**src/rtl/mips_mem_arbiter_pkg.sv**
```systemverilog
// rtl/mips_mem_arbiter_pkg.sv - shared types and helpers for the unified memory arbiter
package mips_mem_arbiter_pkg;

  typedef enum logic [1:0] {
    ARB_IDLE   = 2'd0,
    ARB_ACCESS = 2'd1,
    ARB_DONE   = 2'd2
  } arb_state_e;

  typedef enum logic {
    ARB_OWN_CPU = 1'b0,
    ARB_OWN_LDR = 1'b1
  } arb_owner_e;

  // Bits needed to hold values 0..max_val inclusive (never narrower than 1).
  function automatic int cnt_w(input int max_val);
    return (max_val < 1) ? 1 : $clog2(max_val + 1);
  endfunction

endpackage

```
**src/rtl/mips_mem_arbiter_if.sv**
```systemverilog
// rtl/mips_mem_arbiter_if.sv - requester and memory-side signal bundle for the arbiter
interface mips_mem_arbiter_if #(
  parameter int ADDR_W = 32,
  parameter int DATA_W = 32
);
  logic              cpu_req;
  logic              cpu_we;
  logic [ADDR_W-1:0] cpu_addr;
  logic [DATA_W-1:0] cpu_wdata;
  logic [DATA_W-1:0] cpu_rdata;
  logic              cpu_ack;
  logic              cpu_stall;

  logic              ldr_req;
  logic              ldr_we;
  logic [ADDR_W-1:0] ldr_addr;
  logic [DATA_W-1:0] ldr_wdata;
  logic [DATA_W-1:0] ldr_rdata;
  logic              ldr_ack;

  logic              mem_en;
  logic              mem_we;
  logic [ADDR_W-1:0] mem_addr;
  logic [DATA_W-1:0] mem_wdata;
  logic [DATA_W-1:0] mem_rdata;

  // Environment side: requesters and the memory macro.
  modport master (
    output cpu_req, cpu_we, cpu_addr, cpu_wdata,
    input  cpu_rdata, cpu_ack, cpu_stall,
    output ldr_req, ldr_we, ldr_addr, ldr_wdata,
    input  ldr_rdata, ldr_ack,
    input  mem_en, mem_we, mem_addr, mem_wdata,
    output mem_rdata
  );

  // Arbiter side.
  modport slave (
    input  cpu_req, cpu_we, cpu_addr, cpu_wdata,
    output cpu_rdata, cpu_ack, cpu_stall,
    input  ldr_req, ldr_we, ldr_addr, ldr_wdata,
    output ldr_rdata, ldr_ack,
    output mem_en, mem_we, mem_addr, mem_wdata,
    input  mem_rdata
  );
endinterface

```
**src/rtl/mips_arb_lat_cnt.sv**
```systemverilog
// rtl/mips_arb_lat_cnt.sv - memory access cycle counter with terminal-count flag
module mips_arb_lat_cnt
  import mips_mem_arbiter_pkg::*;
#(
  parameter int MEM_LAT = 2
) (
  input  logic clk,
  input  logic rst_n,
  input  logic clr,
  input  logic en,
  output logic tc
);
  // Wide enough for MEM_LAT so the increment in the terminal cycle cannot wrap.
  localparam int CNT_W = cnt_w(MEM_LAT);
  localparam logic [CNT_W-1:0] TC_VAL = CNT_W'(MEM_LAT - 1);

  logic [CNT_W-1:0] cnt_q;

  // Count access cycles; clear has priority over enable.
  always_ff @(posedge clk or negedge rst_n) begin
    if (!rst_n) begin
      cnt_q <= '0;
    end else if (clr) begin
      cnt_q <= '0;
    end else if (en) begin
      cnt_q <= cnt_q + 1'b1;
    end
  end

  assign tc = (cnt_q == TC_VAL);

endmodule

```
**src/rtl/mips_mem_arbiter.sv**
```systemverilog
// rtl/mips_mem_arbiter.sv - shares one unified memory between the MIPS core and the boot loader
module mips_mem_arbiter
  import mips_mem_arbiter_pkg::*;
#(
  parameter int ADDR_W        = 32,
  parameter int DATA_W        = 32,
  parameter int MEM_LAT       = 2,
  parameter int LDR_BURST_MAX = 4
) (
  input logic              clk,
  input logic              rst_n,
  mips_mem_arbiter_if.slave bus
);
  localparam int RUN_W = cnt_w(LDR_BURST_MAX);
  localparam logic [RUN_W-1:0] RUN_MAX = RUN_W'(LDR_BURST_MAX);

  arb_state_e        state_q, state_d;
  arb_owner_e        owner_q;
  logic              we_q;
  logic [ADDR_W-1:0] addr_q;
  logic [DATA_W-1:0] wdata_q;
  logic [DATA_W-1:0] cpu_rdata_q, ldr_rdata_q;
  logic [RUN_W-1:0]  ldr_run_q;
  logic              grant, grant_ldr;
  logic              lat_tc;
  logic              cpu_ack, ldr_ack;

  mips_arb_lat_cnt #(.MEM_LAT(MEM_LAT)) u_lat_cnt (
    .clk   (clk),
    .rst_n (rst_n),
    .clr   (state_q != ARB_ACCESS),
    .en    (state_q == ARB_ACCESS),
    .tc    (lat_tc)
  );

  // Next state and arbitration: loader first, unless it has used up its burst while the core waits.
  always_comb begin
    state_d   = state_q;
    grant     = 1'b0;
    grant_ldr = 1'b0;
    case (state_q)
      ARB_IDLE: begin
        if (bus.cpu_req || bus.ldr_req) begin
          grant     = 1'b1;
          grant_ldr = bus.ldr_req && !(bus.cpu_req && (ldr_run_q == RUN_MAX));
          state_d   = ARB_ACCESS;
        end
      end
      ARB_ACCESS: begin
        if (lat_tc) state_d = ARB_DONE;
      end
      ARB_DONE: begin
        state_d = ARB_IDLE;
      end
      default: begin
        state_d = ARB_IDLE;
      end
    endcase
  end

  // State register.
  always_ff @(posedge clk or negedge rst_n) begin
    if (!rst_n) state_q <= ARB_IDLE;
    else        state_q <= state_d;
  end

  // Capture the winner's transfer so requester changes during the access are ignored.
  always_ff @(posedge clk or negedge rst_n) begin
    if (!rst_n) begin
      owner_q <= ARB_OWN_CPU;
      we_q    <= 1'b0;
      addr_q  <= '0;
      wdata_q <= '0;
    end else if (grant) begin
      owner_q <= grant_ldr ? ARB_OWN_LDR : ARB_OWN_CPU;
      we_q    <= grant_ldr ? bus.ldr_we    : bus.cpu_we;
      addr_q  <= grant_ldr ? bus.ldr_addr  : bus.cpu_addr;
      wdata_q <= grant_ldr ? bus.ldr_wdata : bus.cpu_wdata;
    end
  end

  // Loader burst length while the core is waiting; an idle core or a core grant restarts it.
  always_ff @(posedge clk or negedge rst_n) begin
    if (!rst_n) begin
      ldr_run_q <= '0;
    end else if (state_q == ARB_IDLE) begin
      if (!bus.cpu_req) begin
        ldr_run_q <= '0;
      end else if (grant_ldr) begin
        if (ldr_run_q != RUN_MAX) ldr_run_q <= ldr_run_q + 1'b1;
      end else begin
        ldr_run_q <= '0;
      end
    end
  end

  // Read data capture in the last access cycle, only into the owner's register.
  always_ff @(posedge clk or negedge rst_n) begin
    if (!rst_n) begin
      cpu_rdata_q <= '0;
      ldr_rdata_q <= '0;
    end else if ((state_q == ARB_ACCESS) && lat_tc && !we_q) begin
      if (owner_q == ARB_OWN_LDR) ldr_rdata_q <= bus.mem_rdata;
      else                        cpu_rdata_q <= bus.mem_rdata;
    end
  end

  assign cpu_ack = (state_q == ARB_DONE) && (owner_q == ARB_OWN_CPU);
  assign ldr_ack = (state_q == ARB_DONE) && (owner_q == ARB_OWN_LDR);

  assign bus.cpu_ack   = cpu_ack;
  assign bus.ldr_ack   = ldr_ack;
  assign bus.cpu_stall = bus.cpu_req & ~cpu_ack;
  assign bus.cpu_rdata = cpu_rdata_q;
  assign bus.ldr_rdata = ldr_rdata_q;
  assign bus.mem_en    = (state_q == ARB_ACCESS);
  assign bus.mem_we    = (state_q == ARB_ACCESS) && we_q;
  assign bus.mem_addr  = addr_q;
  assign bus.mem_wdata = wdata_q;

endmodule
```
**src/flat_wrapper.sv**
```systemverilog
// flat-port wrapper written by rule: the top's interface ports become plain ports
module mips_mem_arbiter_flat import mips_mem_arbiter_pkg::*;
#(
  parameter int ADDR_W        = 32,
  parameter int DATA_W        = 32,
  parameter int MEM_LAT       = 2,
  parameter int LDR_BURST_MAX = 4
)
  (clk, rst_n, bus_cpu_req, bus_cpu_we, bus_cpu_addr, bus_cpu_wdata, bus_cpu_rdata, bus_cpu_ack, bus_cpu_stall, bus_ldr_req, bus_ldr_we, bus_ldr_addr, bus_ldr_wdata, bus_ldr_rdata, bus_ldr_ack, bus_mem_en, bus_mem_we, bus_mem_addr, bus_mem_wdata, bus_mem_rdata);
  mips_mem_arbiter_if #(.ADDR_W(ADDR_W), .DATA_W(DATA_W)) bus_i ();
  input logic clk;
  input logic rst_n;
  input wire logic [$bits(bus_i.cpu_req)-1:0] bus_cpu_req;
  input wire logic [$bits(bus_i.cpu_we)-1:0] bus_cpu_we;
  input wire logic [$bits(bus_i.cpu_addr)-1:0] bus_cpu_addr;
  input wire logic [$bits(bus_i.cpu_wdata)-1:0] bus_cpu_wdata;
  output wire logic [$bits(bus_i.cpu_rdata)-1:0] bus_cpu_rdata;
  output wire logic [$bits(bus_i.cpu_ack)-1:0] bus_cpu_ack;
  output wire logic [$bits(bus_i.cpu_stall)-1:0] bus_cpu_stall;
  input wire logic [$bits(bus_i.ldr_req)-1:0] bus_ldr_req;
  input wire logic [$bits(bus_i.ldr_we)-1:0] bus_ldr_we;
  input wire logic [$bits(bus_i.ldr_addr)-1:0] bus_ldr_addr;
  input wire logic [$bits(bus_i.ldr_wdata)-1:0] bus_ldr_wdata;
  output wire logic [$bits(bus_i.ldr_rdata)-1:0] bus_ldr_rdata;
  output wire logic [$bits(bus_i.ldr_ack)-1:0] bus_ldr_ack;
  output wire logic [$bits(bus_i.mem_en)-1:0] bus_mem_en;
  output wire logic [$bits(bus_i.mem_we)-1:0] bus_mem_we;
  output wire logic [$bits(bus_i.mem_addr)-1:0] bus_mem_addr;
  output wire logic [$bits(bus_i.mem_wdata)-1:0] bus_mem_wdata;
  input wire logic [$bits(bus_i.mem_rdata)-1:0] bus_mem_rdata;
  assign bus_i.cpu_req = bus_cpu_req;
  assign bus_i.cpu_we = bus_cpu_we;
  assign bus_i.cpu_addr = bus_cpu_addr;
  assign bus_i.cpu_wdata = bus_cpu_wdata;
  assign bus_cpu_rdata = bus_i.cpu_rdata;
  assign bus_cpu_ack = bus_i.cpu_ack;
  assign bus_cpu_stall = bus_i.cpu_stall;
  assign bus_i.ldr_req = bus_ldr_req;
  assign bus_i.ldr_we = bus_ldr_we;
  assign bus_i.ldr_addr = bus_ldr_addr;
  assign bus_i.ldr_wdata = bus_ldr_wdata;
  assign bus_ldr_rdata = bus_i.ldr_rdata;
  assign bus_ldr_ack = bus_i.ldr_ack;
  assign bus_mem_en = bus_i.mem_en;
  assign bus_mem_we = bus_i.mem_we;
  assign bus_mem_addr = bus_i.mem_addr;
  assign bus_mem_wdata = bus_i.mem_wdata;
  assign bus_i.mem_rdata = bus_mem_rdata;
  mips_mem_arbiter #(.ADDR_W(ADDR_W), .DATA_W(DATA_W), .MEM_LAT(MEM_LAT), .LDR_BURST_MAX(LDR_BURST_MAX)) u_core (.clk(clk), .rst_n(rst_n), .bus(bus_i));
endmodule
```
**config.mk**
```make
export PLATFORM = sky130hd
export DESIGN_NAME = mips_mem_arbiter_flat
export DESIGN_NICKNAME = d
export VERILOG_FILES = /design/src/rtl/mips_mem_arbiter_pkg.sv /design/src/rtl/mips_mem_arbiter_if.sv /design/src/rtl/mips_arb_lat_cnt.sv /design/src/rtl/mips_mem_arbiter.sv /design/src/flat_wrapper.sv
export SDC_FILE = /design/constraint.sdc
export NUM_CORES = 1
export LEC_CHECK = 0
export CAP_MARGIN = 10
export CORE_MARGIN = 1
export CORE_UTILIZATION = 42
export CTS_BUF_LIST = sky130_fd_sc_hd__clkbuf_4 sky130_fd_sc_hd__clkbuf_8
export CTS_CLUSTER_SIZE = 16
export DETAILED_ROUTE_END_ITERATION = 8
export MAX_ROUTING_LAYER = met4
export PLACE_DENSITY = 0.82
export RECOVER_POWER = 25
export SLEW_MARGIN = 20
export SYNTH_ARGS = -nofsm -noshare
export SYNTH_HDL_FRONTEND = slang
export SYNTH_SLANG_ARGS = --single-unit
```
**constraint.sdc**
```tcl
create_clock -name clk -period 1.8 [get_ports clk]
set_input_delay 0.27 -clock clk [delete_from_list [all_inputs] [get_ports clk]]
set_output_delay 0.27 -clock clk [all_outputs]
set_load 0.005 [all_outputs]
```
==> impl_metrics.tcl <==
set metrics [dict create \
    outcome "finished, final reports clean" \
    synth_top_area_share_pct 54.4 \
    power_density_nw_per_um2 1600 \
    cp_data_arrival_time_ns 2.02 \
    h-tree-depth 4 \
    hold_class "flop to flop" \
    multi_input_area_sq_um 2610 \
    hold_viol 0 \
    yosys_most_used_dff "dfrtp_1" \
    chipWidth_um 124 \
    place_inst 1002 \
    cts-root-buf "clkbuf_8" \
    clock.fmax_ghz 0.579 \
    endpoint_kind "flop" \
    fp-row-count 44 \
    ys_warn_count 0 \
    required_ns 2.10 \
    cts_made_buffers 17 \
    cp_top_family "buffers and inverters" \
    r2r_end "u_core.bus.cpu_rdata[19]" \
    die-height_um 124 \
    drt-initial-drc-count 350 \
    synthesis.area_sq_um 6300 \
    yosys-top-cells-area "dfrtp_1 54%, a221o_1 10%, mux2_2 9.5%" \
    finalCritPeriodShare_pct 95.9 \
    worst_pin_slew_ns 1.23 \
    first_global_vias 5782 \
    cp_max_fo 16 \
    crit_chain "inv_1, ha_1, nor4b_4, buf_4, clkbuf_16, mux2_2" \
    wl_mm 19.3 \
    instances_no_fill 1036 \
    netSwitchingPower_w 0.00512 \
    startpoint "u_core.u_lat_cnt.cnt_q[1]" \
    ir_worst_vdd_uv 915 \
    p_seq_share_pct 35.2 \
    netlist_top_cells_count "137 x dfrtp_1, 67 x and3_1, 67 x nand2_1" \
    initial_utilization_pct 43.2 \
    fin_worst_skew_ns 0.0114 \
    grt_overflow_total 0 \
    ff2ff_setup_slack_ns 0.07 \
    final-seq-area_sq_um 3430 \
    ys_seq_area_share_pct 54.4 \
    reg2reg_from "u_core.u_lat_cnt.cnt_q[1]" \
    area_delta_synth_final_pct 59.1 \
    antenna_found_initial 0 \
    clk_path_buf_depth 2 \
    swShare_pct 31.8 \
    rsz0062_at_grt "false" \
    io_pins 299 \
    drive_gt1_share_pct 14.7 \
    drt_pass1_iterations 4 \
    crit_type "flop to flop" \
    syn_inst 552 \
    place.port_buffers 298 \
    gp_routability_congestion 0.834 \
    ant_nets 0 \
    via_count 5766 \
    synth_edf_count 0 \
    nets 1009 \
    maxSlewHeadroom_pct 17.8 \
    synth.most_common_cell "dfrtp_1" \
    async_reset_ff_share_pct 100 \
    grt_max_degree 70 \
    finalSetupViolations 0 \
    setup.worst_path.end "u_core.bus.cpu_rdata[19]" \
    drc 0 \
    via_per_inst 5.57 \
    internal_power_w 0.0110 \
    synth-seq-cells 137 \
    leakagePower_nw 4.36 \
    crit_cells 6 \
    cp_num_buf_inv 3 \
    die-area_sq_um 15500 \
    cp_slowest_stage_delay_ns 0.38 \
    finalCriticalPeriod_ns 1.73 \
    slew_viol_final 0 \
    synth_fp_nets 721 \
    clock_insertion_delay_worst_skew_ns 0.42 \
    design.core.area_sq_um 14600 \
    hpwl_mm 13.5 \
    grt_usage_pct 25.2 \
    cp_slowest_cell "dfrtp_1" \
    startpoint_type "flop" \
    syn_avg_cell_area_sq_um 11.4 \
    synth_top_area_cell "dfrtp_1" \
    fillers 1063 \
    cts_tree "done" \
    synth_cell_types 28 \
    pwr-share-clk_pct 15.7 \
    cap_viol_max_count 0 \
    grt_first_pass_wirelength_mm 30.3 \
    antennaDiodeCount 0 \
    wl_per_cell_um 18.7 \
    final_util_pct 68.7 \
    comb_power_share_pct 49.1 \
    clock-sinks 137 \
    path_clk_slew_ns 0.07 \
    rr_worst_depth 6 \
]
-- kinds of logic after synthesis --
| group | after synthesis | synth area share (%) |
|---|---|---|
| AND/OR/NAND/NOR | 216 | 17.9 |
| flip-flops | 137 | 54.4 |
| AO/OA/AOI/OAI | 71 | 11.0 |
| multiplexers | 64 | 11.4 |
| buffers and inverters | 61 | 4.59 |
| adder cells (fa/ha/maj) | 3 | 0.596 |
-- placed cells by master, fill, tap and decap left out, types with 3 or more instances in the layout --
| cell | synthesis | routed |
|---|---|---|
| and3_1 | 67 | 66 |
| a221o_1 | 65 | 65 |
| nor3_1 | 65 | 65 |
| buf_12 | 0 | 12 |
| clkbuf_8 | 0 | 20 |
| mux2_2 | 53 | 53 |
| dfrtp_1 | 137 | 136 |
| clkdlybuf4s50_1 | 0 | 291 |
| buf_4 | 2 | 13 |
| clkinvlp_4 | 0 | 4 |
| nor2_1 | 3 | 3 |
| ha_1 | 3 | 3 |
| nand2_1 | 67 | 66 |
| mux2_1 | 11 | 11 |
| inv_1 | 5 | 4 |
-- state kept, by name (all words and copies together) (netlist names) --
name,cells
u_core.bus.cpu_rdata,32
u_core.bus.ldr_rdata,32
u_core.bus.mem_addr,32
u_core.bus.mem_wdata,32
u_core.ldr_run_q,3
u_core.owner_q,1
u_core.state_q,2
u_core.u_lat_cnt.cnt_q,2
u_core.we_q,1
-- cell type report --
cell class / instances / share of cell area, %
repair buffers: 325 / 33.3
inverters: 5 / 0.187
clock inverters: 10 / 1.17
flip-flops and latches: 137 / 34.2
well taps: 184 / 2.30
multi-input cells: 354 / 26.0
clock buffers: 21 / 2.82
-- stage by stage --
step	hold slack [ns]	area (sq um)	TNS, ns	total power [W]	setup WS, ns
final	0.445	10000	0	0.0161	0.0744
after global routing	0.461	10000	0	0.0170	0.00832
after CTS	0.342	10000	0	0.0161	0.0272
after detailed placement	0.236	9590	-6.69	0.0136	-0.139
after global placement	0.228	9590	-5.67	0.0133	-0.103
after floorplan	-0.0256	6300	0	0.00892	0.173
-- how the worst min path moves through the flow --
stage / from / cells past startpoint / slack (ns) / endpoint
finish: u_core.u_lat_cnt.cnt_q[0] / 1 / 0.45 / u_core.u_lat_cnt.cnt_q[0]
global route: u_core.u_lat_cnt.cnt_q[0] / 1 / 0.46 / u_core.u_lat_cnt.cnt_q[0]
CTS: rst_n / 2 / 0.34 / u_core.bus.cpu_rdata[18]
detailed placement: rst_n / 1 / 0.24 / u_core.bus.cpu_rdata[18]
global placement: rst_n / 1 / 0.23 / u_core.bus.cpu_rdata[18]
floorplan: rst_n / 0 / -0.03 / u_core.bus.cpu_rdata[0]
-- metal layers --
layer  wire length [um]  global-route usage (%)  vias to the layer above  part of all wire, %
li1                   -                       -                     2619                    -
met1               7760                    30.5                     2787                   40
met2               9770                    41.1                      312                   51
met3               1210                    5.11                       48                  6.2
met4                594                    10.1                        0                  3.1
met5                  0                       -                        -                    0
-- power groups by stage --
stage,clock network (W),registers (W),logic [W]
CTS,0.00258,0.00565,0.00792
global placement,0,0.00559,0.00766
global route,0.00270,0.00583,0.00842
finish,0.00253,0.00566,0.00790
floorplan,0,0.00563,0.00329
detailed placement,0,0.00565,0.00794
-- timing repair --
| action | in CTS | in global routing |
|---|---|---|
| gates cloned | 0 | 1 |
| resized for setup | 11 | 3 |
| setup endpoints to repair | 5 | 5 |
| setup buffers | 0 | 1 |
| hold endpoints to repair | 41 | 0 |
| pin swaps | 0 | 0 |
| hold buffers | 1 | 0 |
-- worst register-to-register path, delay by kind of cell, from the launching register on --
family,cells,cell delay (ns)
buffers and inverters,3,0.43
flip-flops,1,0.38
adder cells (fa/ha/maj),1,0.24
multiplexers,1,0.35
AND/OR/NAND/NOR,1,0.22
No activity file was read; power rests on OpenSTA's default activity.
